--- config.mk ---
export PLATFORM = sky130hd
export DESIGN_NAME = tone_env_gen
export DESIGN_NICKNAME = d
export VERILOG_FILES = /design/src/rtl/tone_env_gen.sv
export SDC_FILE = /design/constraint.sdc
export NUM_CORES = 1
export LEC_CHECK = 0
export CORE_AREA = 2 2 105 107
export CTS_BUF_LIST = sky130_fd_sc_hd__clkbuf_4 sky130_fd_sc_hd__clkbuf_8
export DETAILED_ROUTE_END_ITERATION = 12
export DIE_AREA = 0 0 107 109
export PLACE_DENSITY = 0.59
export SLEW_MARGIN = 5
export SYNTH_ARGS = -nofsm -noshare
export SYNTH_HDL_FRONTEND = slang
export SYNTH_SLANG_ARGS = --single-unit
--- constraint.sdc ---
create_clock -name clk_i -period 5.68 [get_ports clk_i]
set_input_delay 0.852 -clock clk_i [delete_from_list [all_inputs] [get_ports clk_i]]
set_output_delay 0.852 -clock clk_i [all_outputs]
set_load 0.03 [all_outputs]
--- src/rtl/tone_env_gen.sv ---
// tone_env_gen: tone generator with linear attack/release envelope.
// A phase accumulator advances once per sample tick, a four-state envelope
// follows the held-note flag, and each tick offers one signed PCM sample to
// the codec over a valid/ready handshake.
// Optional build macro: TONE_ENV_GEN_TRIANGLE_EN selects a triangle waveform
// through an extra registered multiply stage; by default a square is produced.
module tone_env_gen #(
  parameter int SAMPLE_DIV = 1042,
  parameter int ENV_STEP   = 64
) (
  input  logic        clk_i,
  input  logic        rst_n_i,
  input  logic [2:0]  num_i,
  input  logic        num_val_i,
  output logic [15:0] sample_o,
  output logic        sample_val_o,
  input  logic        sample_ready_i,
  output logic        overrun_o,
  output logic        busy_o
);

  localparam int              CW      = (SAMPLE_DIV > 2) ? $clog2(SAMPLE_DIV) : 1;
  localparam logic [CW-1:0]   CNT_MAX = CW'(SAMPLE_DIV - 1);
  localparam logic [16:0]     STEP    = 17'(ENV_STEP);
  localparam logic [14:0]     ENV_MAX = 15'h7fff;

  typedef enum logic [1:0] {
    ST_IDLE    = 2'd0,
    ST_ATTACK  = 2'd1,
    ST_SUSTAIN = 2'd2,
    ST_RELEASE = 2'd3
  } state_t;

  // Phase increments for C4..C5 at a 48 kHz sample rate.
  function automatic logic [15:0] note_inc(input logic [2:0] idx);
    case (idx)
      3'd0:    note_inc = 16'd357;
      3'd1:    note_inc = 16'd401;
      3'd2:    note_inc = 16'd450;
      3'd3:    note_inc = 16'd477;
      3'd4:    note_inc = 16'd535;
      3'd5:    note_inc = 16'd601;
      3'd6:    note_inc = 16'd674;
      default: note_inc = 16'd714;
    endcase
  endfunction

  logic [CW-1:0] cnt_q, cnt_d;
  logic [2:0]    num_r1_q, num_r1_d;
  logic          val_r1_q, val_r1_d;
  logic [15:0]   inc_q, inc_d;
  logic [15:0]   phase_q, phase_d;
  logic [14:0]   env_q, env_d;
  state_t        state_q, state_d;
  logic          busy_q, busy_d;
  logic [15:0]   sample_q, sample_d;
  logic          sample_val_q, sample_val_d;
  logic          overrun_q, overrun_d;

  logic          tick;
  logic [16:0]   env_up;
  logic [14:0]   env_up_sat;
  logic [14:0]   env_dn_sat;
  logic [15:0]   wave;
  logic          load_en;
  logic [15:0]   load_val;

`ifdef TONE_ENV_GEN_TRIANGLE_EN
  logic [15:0]        prod_q, prod_d;
  logic               load_pend_q, load_pend_d;
  logic [14:0]        tri_v;
  logic signed [16:0] tri_s;
  logic signed [33:0] tri_prod;
`endif

  // Tick counter, input stage, envelope FSM and phase accumulator next state.
  always_comb begin
    tick     = (cnt_q == CNT_MAX);
    cnt_d    = tick ? '0 : cnt_q + 1'b1;
    num_r1_d = num_i;
    val_r1_d = num_val_i;

    inc_d = inc_q;
    if (tick && val_r1_q) begin
      inc_d = note_inc(num_r1_q);
    end

    env_up     = {2'b00, env_q} + STEP;
    env_up_sat = (env_up >= {2'b00, ENV_MAX}) ? ENV_MAX : env_up[14:0];
    env_dn_sat = ({2'b00, env_q} <= STEP) ? 15'd0 : env_q - STEP[14:0];

    state_d = state_q;
    env_d   = env_q;
    phase_d = phase_q;
    if (tick) begin
      if (state_q != ST_IDLE) begin
        phase_d = phase_q + inc_q;
      end
      case (state_q)
        ST_IDLE: begin
          if (val_r1_q) state_d = ST_ATTACK;
        end
        ST_ATTACK: begin
          // Releasing the note wins over reaching full scale.
          if (!val_r1_q) begin
            state_d = ST_RELEASE;
          end else begin
            env_d = env_up_sat;
            if (env_up_sat == ENV_MAX) state_d = ST_SUSTAIN;
          end
        end
        ST_SUSTAIN: begin
          if (!val_r1_q) state_d = ST_RELEASE;
        end
        default: begin
          // Retrigger restarts the attack from the current level.
          if (val_r1_q) begin
            state_d = ST_ATTACK;
          end else begin
            env_d = env_dn_sat;
            if (env_dn_sat == 15'd0) begin
              state_d = ST_IDLE;
              phase_d = '0;
            end
          end
        end
      endcase
    end
    busy_d = (state_d != ST_IDLE);

    // Square wave built from the post-tick envelope and phase.
    if (state_d == ST_IDLE) begin
      wave = '0;
    end else if (phase_d[15]) begin
      wave = 16'd0 - {1'b0, env_d};
    end else begin
      wave = {1'b0, env_d};
    end
  end

`ifdef TONE_ENV_GEN_TRIANGLE_EN
  // Triangle shaping and envelope multiply, captured one cycle before output load.
  always_comb begin
    tri_v       = phase_d[15] ? ~phase_d[14:0] : phase_d[14:0];
    tri_s       = $signed({1'b0, tri_v, 1'b0}) - 17'sd32767;
    tri_prod    = tri_s * $signed({2'b00, env_d});
    prod_d      = (state_d == ST_IDLE) ? 16'd0 : tri_prod[30:15];
    load_pend_d = tick;
    load_en     = load_pend_q;
    load_val    = prod_q;
  end
`else
  // Square output loads directly on the tick.
  always_comb begin
    load_en  = tick;
    load_val = wave;
  end
`endif

  // Output register with valid/ready handshake and sticky overrun.
  always_comb begin
    sample_d     = sample_q;
    sample_val_d = sample_val_q;
    overrun_d    = overrun_q;
    if (load_en) begin
      if (sample_val_q && !sample_ready_i) begin
        overrun_d = 1'b1;
      end else begin
        sample_d     = load_val;
        sample_val_d = 1'b1;
      end
    end else if (sample_val_q && sample_ready_i) begin
      sample_val_d = 1'b0;
    end
  end

  // State registers with synchronous active-low reset.
  always_ff @(posedge clk_i) begin
    if (!rst_n_i) begin
      cnt_q        <= '0;
      num_r1_q     <= '0;
      val_r1_q     <= 1'b0;
      inc_q        <= '0;
      phase_q      <= '0;
      env_q        <= '0;
      state_q      <= ST_IDLE;
      busy_q       <= 1'b0;
      sample_q     <= '0;
      sample_val_q <= 1'b0;
      overrun_q    <= 1'b0;
    end else begin
      cnt_q        <= cnt_d;
      num_r1_q     <= num_r1_d;
      val_r1_q     <= val_r1_d;
      inc_q        <= inc_d;
      phase_q      <= phase_d;
      env_q        <= env_d;
      state_q      <= state_d;
      busy_q       <= busy_d;
      sample_q     <= sample_d;
      sample_val_q <= sample_val_d;
      overrun_q    <= overrun_d;
    end
  end

`ifdef TONE_ENV_GEN_TRIANGLE_EN
  // Multiply pipeline stage.
  always_ff @(posedge clk_i) begin
    if (!rst_n_i) begin
      prod_q      <= '0;
      load_pend_q <= 1'b0;
    end else begin
      prod_q      <= prod_d;
      load_pend_q <= load_pend_d;
    end
  end
`endif

  assign sample_o     = sample_q;
  assign sample_val_o = sample_val_q;
  assign overrun_o    = overrun_q;
  assign busy_o       = busy_q;

endmodule

[Word level (Yosys, flattened, before mapping)]
Index checks and enable logic that the tools add are counted.
Storage, ports and cells
  register bits: 83
  word-level logic and storage cells: 74
  output and inout bits: 19
Cells by class
  equal/unequal tests: 11
  $add $sub $neg: 5
  mux-type cells: 25
  $lt $le $gt $ge: 2
  bitwise gates (word level): 2
  reductions and logical operators: 17
Operator list (number)
  $mux 16: 7
  $mux 15: 5
  $pmux 10 s7: 1
  $pmux 15 s2: 1
  $add 15x7->16 const B: 1
  $add 16x16->16: 1
  $ge 16x15->1 const B: 1
  $sub 1x15->16 const A: 1
  $eq 15x15->1 const B: 1
  $le 15x7->1 const B: 1
  $logic_not 15->1: 1
  $sub 15x7->15 const B: 1
  $mux 2: 7
  $add 11x1->11 const B: 1
  $eq 11x11->1 const B: 1
  $eq 3x3->1 const B: 3
  $eq 3x2->1 const B: 2
  $pmux 2 s3: 1
  $reduce_and 2->1: 3
  $reduce_bool 2->1: 3
  $logic_not 2->1: 2
  $reduce_or 2->1: 2
  $eq 3x1->1 const B: 1
  $logic_and 1x1->1: 3
  other kinds (8): 11

[Logic depth before layout (Yosys ltp)]
  depth after elaboration: 10
  gate-level depth with buffers: 15

[Worst setup path after synthesis]
OpenSTA, ideal clock, no wires.
  path kind: reg-to-reg
  start point: register env_q[6]
  end point: register sample_q[14] (netlist: sample_o[14])
  clock period less this slack: 2982 ps
  data arrival time: 2898 ps
  required time: 5596 ps
  cell stages (with the launch flop): 13
  path slack: 2698 ps
  buffers on the path: 1
  cell sequence: dfxtp_1 buf_2 inv_1 ha_1 or3b_2 or4_1 a21oi_1 nand2b_1 nand3_1 nor3b_1 nand4b_1 and3_1 o31ai_2
On the way
  longest elaborated chain between the ends: 10
  elaborated cells between the ends (all ways): 26
  those cells by class: add/sub: 3; order compare: 2; eq/ne: 1; mux: 18; reduce/logical: 2
Ends and longest elaborated chain
  start: declaration: line 53  | logic [14:0] env_q, env_d;
  start signal: assignment: line 197  | env_q <= env_d;
  branches (longest 9 deep; another with $add 15x7->16)
  $mux 16 *: line 132  | if (state_d == ST_IDLE) begin
  end signal: assignment: line 200  | sample_q <= sample_d;
  end: declaration: line 56  | logic [15:0] sample_q, sample_d;
Every way passes the cells marked *.
A chain may end at the register's enable or synchronous reset.

[Worst setup path in the final report]
  start point: register cnt_q[0]
  end point: register sample_q[10] (netlist: sample_o[10])
On the way
  longest elaborated chain between the ends: 5
  elaborated cells between the ends (all ways): 9
  those cells by class: add/sub: 1; eq/ne: 1; mux: 5; reduce/logical: 2
Ends and longest elaborated chain
  start: declaration: line 48  | logic [CW-1:0] cnt_q, cnt_d;
  start signal: assignment: line 192  | cnt_q <= cnt_d;
  $eq 11x11->1 *: line 78  | tick = (cnt_q == CNT_MAX);
  $mux 15: line 95  | if (tick) begin
  $sub 1x15->16: line 135  | wave = 16'd0 - {1'b0, env_d};
  $mux 16: line 134  | end else if (phase_d[15]) begin
  $mux 16: line 132
Mark *: on every way between the ends. The rest lies on a longest branch, timed or not.

==> results.json <==
{
  "drc": 0,
  "clkLatencyLatePin_ns": 0.35,
  "async_flop_share": 0,
  "post_cts_buffers": 0,
  "min_period_ns": 3.60,
  "fillers": 1051,
  "hold_class": "reg -> reg",
  "path_clk_slew_ns": 0.08,
  "die_y_um": 109,
  "grt_pass1_vias": 3880,
  "syn_area_sq_mm": 0.00461,
  "yosysWarnings": 0,
  "synth_top_area_share": 0.335,
  "slew_headroom": 0.209,
  "wirelength_um": 11800,
  "drt_iter0_markers": 274,
  "final_common_cell": "dfxtp_1",
  "grt_overflow": 0,
  "fin_util": 0.483,
  "grt_usage": 0.210,
  "synth_area_per_cell_sq_um": 7.88,
  "setup_viol": 0,
  "synth_top_cell_by_area": "dfxtp_1",
  "layout-drive-gt1-share": 0.0682,
  "gp_congestion": 0.980,
  "tightest_slew_ns": 1.17,
  "grt_max_degree": 29,
  "p_per_area_mw_per_mm2": 197,
  "power_mw": 1.01,
  "antenna_found_initial": 0,
  "final_cell_mix": "dfxtp_1 (77), nor2_1 (71), nand2_1 (69)",
  "grt_pass1_wl_um": 19400,
  "rsz0062_at_grt": "false",
  "crit_fanout": 9,
  "leakage_nw": 1.87,
  "clock_skew_ns": 0.00839,
  "n_antenna_cell": 0,
  "clockRootBuffer": "clkbuf_8",
  "core_sq_mm": 0.0106,
  "hpwl_um": 8580,
  "num-nets-final": 621,
  "viasPerCell": 5.77,
  "fin_cells": 741,
  "ys_top_cells_by_area": "dfxtp_1 (33%), nor2_1 (5.8%), nand2_1 (5.6%)",
  "setup_tns_ns": 0,
  "synth_cell_types": 72,
  "max_cap_violations": 0,
  "endpoint_kind": "register",
  "cts_made_buffers": 9,
  "numPortBuffers": 25,
  "place_inst": 725,
  "synth_edf_count": 0,
  "clock-sinks": 77,
  "cp.arrival_ns": 3.82,
  "required_ns": 5.90,
  "ys_ff_latch": 77,
  "die-area_sq_mm": 0.0117,
  "netlist_instances": 585,
  "cp-start-kind": "register",
  "cts_buffer_depth": 2,
  "worstSetupPathType": "reg -> reg",
  "cts_tree": "done",
  "cts_max_level": 3,
  "wl_per_cell_um": 16.0,
  "syn_to_final_growth_pct": 11.2,
  "vdd_drop_max_uv": 135,
  "worst_slack_ns": 2.08,
  "io_pins": 26,
  "die_w_um": 107,
  "initial_core_util": 0.435,
  "row_count": 38,
  "hold_violations": 0,
  "drtAntennaViolNets": 0,
  "dr_total_vias": 4279,
  "min_period_over_period": 0.634,
  "dr.pass1.iters": 5,
  "run_status": "finished, final reports clean",
  "seq_area_frac_synth": 0.335,
  "fmax_mhz": 278,
  "syn_nets": 610,
  "holdBufCountCts": 0,
  "slew_viol_final": 0,
  "dp_slack_ns": 2.13,
  "ctsResizeCount": 0,
  "synth_flop_cell": "dfxtp_1"
}
==> cell families after synthesis <==
family                   Yosys count  synth area share
AND/OR/NAND/NOR                  254             0.288
AO/OA/AOI/OAI                    164             0.232
flip-flops                        77             0.335
buffers and inverters             42            0.0380
XOR/XNOR                          29            0.0551
adder cells (fa/ha/maj)           18            0.0505
multiplexers                       1           0.00244
==> sequential cells by signal, summed over array words and instances (netlist names), 2 cells and up <==
signal,count
state_q,2
num_r1_q,3
cnt_q,11
env_q,15
sample_o,16
inc_q,10
phase_q,16
==> per-layer routing <==
layer | up-vias | track usage | share of wire
met1 | 2010 | 0.287 | 0.47
met3 | 18 | 0.0436 | 0.053
met5 | - | 0 | 0
met4 | 0 | 0.0631 | 0.014
met2 | 131 | 0.337 | 0.46
li1 | 2120 | - | -
==> where the power goes <==
group / internal, mW / switching [mW] / total, mW
Sequential: 0.543 / 0.00725 / 0.550
Combinational: 0.0125 / 0.0196 / 0.0320
Clock: 0.215 / 0.216 / 0.430
==> Yosys cell counts (4+ instances only) <==
cell	instances
nor3_1	14
buf_2	8
nor2_1	71
a21boi_0	5
and3_1	5
nand4_1	5
or3_1	5
and2_1	13
o31ai_1	6
nand2_1	69
o21a_1	7
a2111oi_0	4
clkbuf_1	14
ha_1	17
a31oi_1	6
o211ai_1	7
xnor2_1	15
nor2b_1	4
dfxtp_1	77
nor4_1	8
nand2b_1	10
inv_1	14
a21o_1	6
nand3_1	21
a21oi_1	46
o21ai_0	42
xor2_1	14
==> final timing paths <==
kind                                   start      endpoint  slack (ns)  cells after the start
worst max-delay path                cnt_q[0]  sample_o[10]        2.08                     13
worst min-delay path            sample_o[11]  sample_o[11]        0.45                      2
worst max register to register      cnt_q[0]  sample_o[10]        2.08                     13
worst min register to register  sample_o[11]  sample_o[11]        0.45                      2
==> cell type report <==
| cell class | instances | area, sq um | area share |
|---|---|---|---|
| Clock buffer | 10 | 138 | 0.0269 |
| Clock inverter | 6 | 61.3 | 0.0120 |
| Inverter | 16 | 60.1 | 0.0117 |
| Multi-Input combinational cell | 466 | 2890 | 0.564 |
| Sequential cell | 77 | 1540 | 0.301 |
| Tap cell | 140 | 175 | 0.0342 |
| Timing Repair Buffer | 26 | 258 | 0.0503 |
==> metrics by stage <==
| step | hold WS (ns) | area, sq um |
|---|---|---|
| 6_report | 0.449 | 5120 |
| 5_1_grt | 0.465 | 5120 |
| 4_1_cts | 0.452 | 5120 |
| 3_5_place_dp | 0.441 | 4930 |
| 3_3_place_gp | 0.435 | 4930 |
| 2_1_floorplan | 0.429 | 4610 |
==> worst max-delay path, cell delays in order, from the launching register on <==
cell     delay [ns]
dfxtp_1        0.40
ha_1           0.18
nor4b_1        0.52
nand4_2        0.38
nor2_1         0.36
nand2_1        0.13
a21oi_2        0.40
a21oi_1        0.15
ha_1           0.28
o21ai_0        0.12
nor2_1         0.11
a21oi_1        0.20
xor2_1         0.16
o21ai_0        0.08
Note: power is estimated with default switching activity, not from simulation.
